[config.mk]
export PLATFORM = sky130hd
export DESIGN_NAME = pe_char_feeder
export DESIGN_NICKNAME = d
export VERILOG_FILES = /design/src/rtl/pe_char_feeder.sv
export SDC_FILE = /design/constraint.sdc
export NUM_CORES = 1
export LEC_CHECK = 0
export BUFFER_PORTS_ARGS = -buffer_cell sky130_fd_sc_hd__buf_4
export CAP_MARGIN = 20
export CORE_AREA = 2 2 139 141
export DETAILED_ROUTE_END_ITERATION = 8
export DIE_AREA = 0 0 141 143
export PLACE_DENSITY = 0.65
export SLEW_MARGIN = 30
export SYNTH_ARGS = -nofsm -noshare
export SYNTH_HDL_FRONTEND = slang
export SYNTH_SLANG_ARGS = --single-unit
[constraint.sdc]
create_clock -name clk -period 17.1 [get_ports clk]
set_clock_uncertainty 0.05 [all_clocks]
set_input_delay 2.565 -clock clk [delete_from_list [all_inputs] [get_ports clk]]
set_output_delay 2.565 -clock clk [all_outputs]
set_load 0.005 [all_outputs]
[src/rtl/pe_char_feeder.sv]
// pe_char_feeder: sequencer between a character stream and a linear array of
// NUM_PE string-matching PEs.
//   Phase 1 (LOAD/WSET): pattern characters are shifted into the pat lanes and
//   presented with pe_alu_op=1 so the PEs latch them as weights.
//   Phase 2 (STREAM/DRAIN): text characters slide through the win lanes with
//   pe_alu_op=0. The AND of the PE compare bits one cycle after each accepted
//   character reports a match starting at match_pos.
// Ports:
//   clk, reset            clock, async active-high reset
//   start, pat_len        job request (sampled in IDLE only) and pattern length
//   in_valid/in_ready     character handshake; in_data, in_last (text end)
//   pe_alu_op, pe_en      PE control; pe_char lane k at [k*DWIDTH +: DWIDTH]
//   pe_match              PE compare results (1 when that lane's en is low)
//   match_valid/match_pos one-cycle match report, 0-based text index
//   busy, done, cfg_err   status; cfg_err pulses when start is rejected
// Optional build macro PE_FEEDER_MATCH_COUNT_EN adds output match_count, a
// saturating per-job count of reported matches.

module pe_char_feeder_lane #(
  parameter int DWIDTH = 8
) (
  input  logic              clk,
  input  logic              reset,
  input  logic              clr,
  input  logic              ld,
  input  logic              sh,
  input  logic              alu_op,
  input  logic              strobe,
  input  logic              active,
  input  logic [DWIDTH-1:0] pat_in,
  input  logic [DWIDTH-1:0] win_in,
  output logic [DWIDTH-1:0] pat_q,
  output logic [DWIDTH-1:0] win_q,
  output logic [DWIDTH-1:0] ch,
  output logic              en
);
  always_ff @(posedge clk or posedge reset)
    if (reset) begin
      pat_q <= '0;
      win_q <= '0;
    end else if (clr) begin
      pat_q <= '0;
      win_q <= '0;
    end else begin
      if (ld) pat_q <= pat_in;
      if (sh) win_q <= win_in;
    end

  assign ch = alu_op ? pat_q : win_q;
  assign en = strobe & active;
endmodule

module pe_char_feeder #(
  parameter int DWIDTH = 8,
  parameter int NUM_PE = 8,
  parameter int IDXW   = 16
) (
  input  logic                     clk,
  input  logic                     reset,
  input  logic                     start,
  input  logic [$clog2(NUM_PE):0]  pat_len,
  input  logic                     in_valid,
  output logic                     in_ready,
  input  logic [DWIDTH-1:0]        in_data,
  input  logic                     in_last,
  output logic                     pe_alu_op,
  output logic [NUM_PE-1:0]        pe_en,
  output logic [NUM_PE*DWIDTH-1:0] pe_char,
  input  logic [NUM_PE-1:0]        pe_match,
  output logic                     match_valid,
  output logic [IDXW-1:0]          match_pos,
  output logic                     busy,
  output logic                     done,
  output logic                     cfg_err
`ifdef PE_FEEDER_MATCH_COUNT_EN
  ,
  output logic [IDXW-1:0]          match_count
`endif
);
  localparam int LW = $clog2(NUM_PE) + 1;

  typedef enum logic [2:0] {
    S_IDLE, S_LOAD, S_WSET, S_STREAM, S_DRAIN, S_DONE
  } state_t;

  state_t state, state_nx;

  logic [LW-1:0]   plen, lcnt;
  logic [IDXW-1:0] cnt;
  logic            strobe;
  logic            hs, start_ok;

  logic [NUM_PE-1:0][DWIDTH-1:0] pat_q, win_q, pat_nx, win_nx, ch;
  logic [NUM_PE-1:0]             active;

  assign hs       = in_valid & in_ready;
  assign start_ok = start && (pat_len != '0) && (pat_len <= LW'(NUM_PE));

  // ---- FSM: state register ----
  always_ff @(posedge clk or posedge reset)
    if (reset) state <= S_IDLE;
    else       state <= state_nx;

  // ---- FSM: next state ----
  always_comb begin
    state_nx = state;
    case (state)
      S_IDLE:   if (start_ok) state_nx = S_LOAD;
      S_LOAD:   if (hs && (lcnt + LW'(1) == plen)) state_nx = S_WSET;
      S_WSET:   state_nx = S_STREAM;
      S_STREAM: if (hs && in_last) state_nx = S_DRAIN;
      S_DRAIN:  state_nx = S_DONE;
      S_DONE:   state_nx = S_IDLE;
      default:  state_nx = S_IDLE;
    endcase
  end

  // ---- FSM: outputs ----
  always_comb begin
    in_ready  = 1'b0;
    pe_alu_op = 1'b0;
    busy      = (state != S_IDLE);
    case (state)
      S_LOAD:   begin in_ready = 1'b1; pe_alu_op = 1'b1; end
      S_WSET:   pe_alu_op = 1'b1;
      S_STREAM: in_ready = 1'b1;
      default:  ;
    endcase
  end

  // ---- lanes: pat and win shift toward lane 0, new char enters the top ----
  assign pat_nx[NUM_PE-1] = in_data;
  assign win_nx[NUM_PE-1] = in_data;

  for (genvar k = 0; k < NUM_PE; k++) begin : g_lane
    if (k < NUM_PE - 1) begin : g_shift
      assign pat_nx[k] = pat_q[k+1];
      assign win_nx[k] = win_q[k+1];
    end
    // a pattern of length plen occupies the top plen lanes
    assign active[k] = (32'(plen) + 32'(k)) >= 32'(NUM_PE);

    pe_char_feeder_lane #(.DWIDTH(DWIDTH)) u_lane (
      .clk    (clk),
      .reset  (reset),
      .clr    ((state == S_IDLE) && start_ok),
      .ld     ((state == S_LOAD) && hs),
      .sh     ((state == S_STREAM) && hs),
      .alu_op (pe_alu_op),
      .strobe (strobe),
      .active (active[k]),
      .pat_in (pat_nx[k]),
      .win_in (win_nx[k]),
      .pat_q  (pat_q[k]),
      .win_q  (win_q[k]),
      .ch     (ch[k]),
      .en     (pe_en[k])
    );
  end

  assign pe_char = ch;

  // ---- datapath / registered pulses ----
  always_ff @(posedge clk or posedge reset)
    if (reset) begin
      plen        <= '0;
      lcnt        <= '0;
      cnt         <= '0;
      strobe      <= 1'b0;
      match_valid <= 1'b0;
      match_pos   <= '0;
      done        <= 1'b0;
      cfg_err     <= 1'b0;
    end else begin
      cfg_err <= (state == S_IDLE) && start && !start_ok;
      done    <= (state == S_DONE);
      // strobe marks the cycle in which the PEs compare the freshly shifted window
      strobe  <= (state == S_STREAM) && hs;

      if ((state == S_IDLE) && start_ok) begin
        plen <= pat_len;
        lcnt <= '0;
        cnt  <= '0;
      end
      if ((state == S_LOAD) && hs)   lcnt <= lcnt + LW'(1);
      if ((state == S_STREAM) && hs) cnt  <= cnt + IDXW'(1);

      // cnt already counts the character compared this cycle; windows that are
      // not yet filled with pat_len text characters never report
      match_valid <= strobe && (&pe_match) && (cnt >= IDXW'(plen));
      if (strobe && (&pe_match) && (cnt >= IDXW'(plen)))
        match_pos <= cnt - IDXW'(plen);
    end

`ifdef PE_FEEDER_MATCH_COUNT_EN
  always_ff @(posedge clk or posedge reset)
    if (reset)
      match_count <= '0;
    else if ((state == S_IDLE) && start_ok)
      match_count <= '0;
    else if (match_valid && (match_count != '1))
      match_count <= match_count + IDXW'(1);
`endif

endmodule

==> results.sh <==
export IMPL_status="complete, no violations"
export IMPL_tightest_slew_ns=0.900
export IMPL_fill_cells=1703
export IMPL_synth_cells=916
export IMPL_regToRegSetupSlack_ns=14.06
export IMPL_num_io_pins=119
export IMPL_syn2layout_area_growth_pct=16.8
export IMPL_io_buffers=118
export IMPL_syn_avg_cell_area_um2=9.17
export IMPL_place_congestion=0.783
export IMPL_postRouteAntennaNets=0
export IMPL_die_area_um2=20200
export IMPL_wire_per_inst_um=16.3
export IMPL_wl_met1_mm=9.45
export IMPL_drv_slew=0
export IMPL_reg2reg_depth=7
export IMPL_min_to="match_pos[1]"
export IMPL_cts_htree_levels=4
export IMPL_power_density_nw_per_um2=169
export IMPL_path_max_fanout=65
export IMPL_rows=50
export IMPL_peakVddDrop_mv=0.117
export IMPL_r2r_end="cnt[4]"
export IMPL_fin_crit_ns=5.19
export IMPL_die_w_um=141
export IMPL_finalCritPeriodShare_pct=30.3
export IMPL_fin_util_pct=52.8
export IMPL_place_hpwl_mm=12.6
export IMPL_vias=6554
export IMPL_wl_met3_um=764
export IMPL_drive_gt1_share_pct=23.4
export IMPL_via_per_inst=5.32
export IMPL_dr_first_iter_drc_count=526
export IMPL_holdCritStartpoint="match_pos[1]"
export IMPL_max_clock_freq_mhz=193
export IMPL_rsz0062_at_grt="false"
export IMPL_start_util_pct=45.2
export IMPL_cts_hold_buf=0
export IMPL_synth_compound_area_share_pct=12.1
export IMPL_cts_sinks=175
export IMPL_max_cap_violations=0
export IMPL_clk_latency_ns=0.43
export IMPL_die_h_um=143
export IMPL_hold_path_class="reg2reg"
export IMPL_synth_xor_xnor_area_share_pct=2.09
export IMPL_synth_top_family_by_area="simple AND/OR/NAND/NOR gates"
export IMPL_antenna_cells=0
export IMPL_synthAdderAreaFrac_pct=1.13
export IMPL_route_met2_wl_mm=9.62
export IMPL_crit_path_end_kind="primary output"
export IMPL_grt_pass1_vias=6504
export IMPL_p_leak_nw=4.55
export IMPL_setup_violations_final=0
export IMPL_cp_arrival_ns=2.57
export IMPL_placed_cells=1204
export IMPL_groute_usage_overall_pct=21.0
export IMPL_required_ns=14.49
export IMPL_fin_hold_ws_ns=0.424
export IMPL_cts_root_buffer="clkbuf_16"
export IMPL_place_ws_ns=12.03
export IMPL_grt_pass1_wl_mm=33.7
export IMPL_yosysSeqAreaShare_pct=52.1
export IMPL_cts_buffers=17
export IMPL_synth_seq_cells=175
export IMPL_hold_viol_final=0
export IMPL_slew_headroom_pct=40.0
export IMPL_clkTransAtPathRegs_ns=0.06
export IMPL_drt_pass1_iterations=5
export IMPL_muxShareOfSynthArea_pct=9.06
export IMPL_antenna_found_initial=0
export IMPL_drc=0
export IMPL_syn_area_um2=8400
export IMPL_seq_area_um2=4380
export IMPL_core_area_um2=18600
export IMPL_cts_setup_buffers=0
export IMPL_routed_wl_mm=20.1
export IMPL_final_nets=1021
export IMPL_r2r_start="state[2]"
export IMPL_synth_simple_area_share_pct=18.8
export IMPL_grt_start_max_net_pins=106
export IMPL_crit_type="reg2out"
export IMPL_worstHoldPathCells=2
export IMPL_multiInputGateArea_um2=3640
export IMPL_worst_slack_ns=11.91
export IMPL_fin_cells=1233
export IMPL_synthesis_nets=948
export IMPL_yosysWarnings=0
export IMPL_cts_buffer_depth=2
export IMPL_tns_ns=0
export IMPL_grt_overflow=0
export IMPL_synth_cell_types=55
export IMPL_top_layer="met4"
export IMPL_cts_tree="built"
export IMPL_startpoint_type="flip-flop"
export IMPL_cts_repair_resized=0
-- cell usage in the layout, fill, tap and decap left out, types with 2 or more instances in the layout --
cell type,n
nand4_1,2
clkbuf_16,17
clkinvlp_4,2
nor3_1,8
o21ai_0,27
nor2_1,22
mux2i_1,4
clkinv_2,3
nor2b_1,3
inv_1,7
buf_4,124
clkbuf_1,5
inv_2,2
nor4_1,6
ha_1,6
o31a_1,3
or4_4,2
dfrtp_1,175
a211oi_1,2
or3_1,3
a21oi_1,136
xnor2_1,19
o21ai_2,3
nand2_1,297
o21a_1,3
o31ai_1,3
or2_2,2
nor3_2,2
mux2_2,64
buf_6,2
nand3_1,17
-- logic make-up after synthesis --
kind of cell,Yosys count
buf+inv,82
mux,68
compound gates,186
flops,175
xor+xnor,20
simple gates,378
fa+ha+maj,7
-- power by group --
part           internal, mW  switching [mW]  total [mW]
clock                 0.187           0.153       0.340
sequential            0.528           0.103       0.630
combinational         0.323           0.360       0.683
total                  1.04           0.616        1.65
-- worst max path at each step --
stage               startpoint          end  slack [ns]  cells past startpoint
floorplan                reset      cfg_err        9.74                      1
detailed placement       start       cnt[4]       12.03                      8
CTS                   state[1]  pe_char[32]       11.90                      5
finish                state[1]  pe_char[16]       11.91                      5
global route          state[1]  pe_char[24]       11.75                      5
global placement         start       cnt[4]       11.74                      8
-- worst max-delay path, stage by stage (launching register included) --
cell and delay [ns]:
dfrtp_1 0.49, xnor2_1 0.23, nor2_4 0.10, buf_4 0.70, mux2_2 0.44, buf_4 0.15
-- final cells by class --
| type | count | area share (%) |
|---|---|---|
| multi-input combinational | 659 | 37.1 |
| tap | 234 | 2.99 |
| clock buffer | 23 | 4.67 |
| clock inverter | 6 | 0.396 |
| sequential | 175 | 44.7 |
| inverter | 10 | 0.459 |
| timing repair buffer | 126 | 9.72 |
-- flip-flops by register name (all words and copies together), names as in the netlist --
signal,cells
lcnt,4
cfg_err,1
state,3
match_valid,1
match_pos,16
done,1
cnt,16
g_lane.u_lane.pat_q,64
strobe,1
plen,4
g_lane.u_lane.win_q,64
-- metrics by stage --
stage	total power, mW	area, um^2
detailed placement	1.33	9300
floorplan	1.07	8400
global route	1.77	9810
CTS	1.67	9800
global placement	1.32	9300
finish	1.65	9810
-- metal layers --
| layer | global-route usage [%] | vias up |
|---|---|---|
| li1 | - | 3194 |
| met2 | 33.1 | 147 |
| met5 | 0 | - |
| met4 | 5.68 | 0 |
| met1 | 29.9 | 3189 |
| met3 | 4.26 | 24 |
-- cells in the mapped netlist, drive strengths merged --
library cell,instances,area share (%)
o41a,1,0.13
and3b,1,0.10
nand4,2,0.15
fa,1,0.24
nor2b,3,0.22
o22ai,1,0.075
mux2,64,8.6
and3,2,0.16
nand4b,1,0.10
a21boi,1,0.089
nand2b,2,0.24
nor3,10,0.66
inv,10,0.45
o31a,3,0.31
and2b,1,0.10
a2111oi,1,0.10
or4b,1,0.12
nand2,297,13
o211ai,1,0.089
mux2i,4,0.48
a21oi,136,8.1
xnor2,19,2.0
or2,2,0.15
xor2,1,0.10
ha,6,0.89
a211oi,2,0.18
o21ai,30,1.9
and2,1,0.075
or3,4,0.36
a31oi,1,0.075
buf,39,2.8
and4,1,0.10
o2bb2ai,1,0.10
dfrtp,175,52
or4,2,0.27
a221oi,1,0.10
o21a,3,0.27
o31ai,4,0.52
nand3,17,1.0
nand3b,1,0.089
nor2,23,1.0
clkbuf,33,1.5
nor4,7,0.60
(Power assumes the default switching activity.)
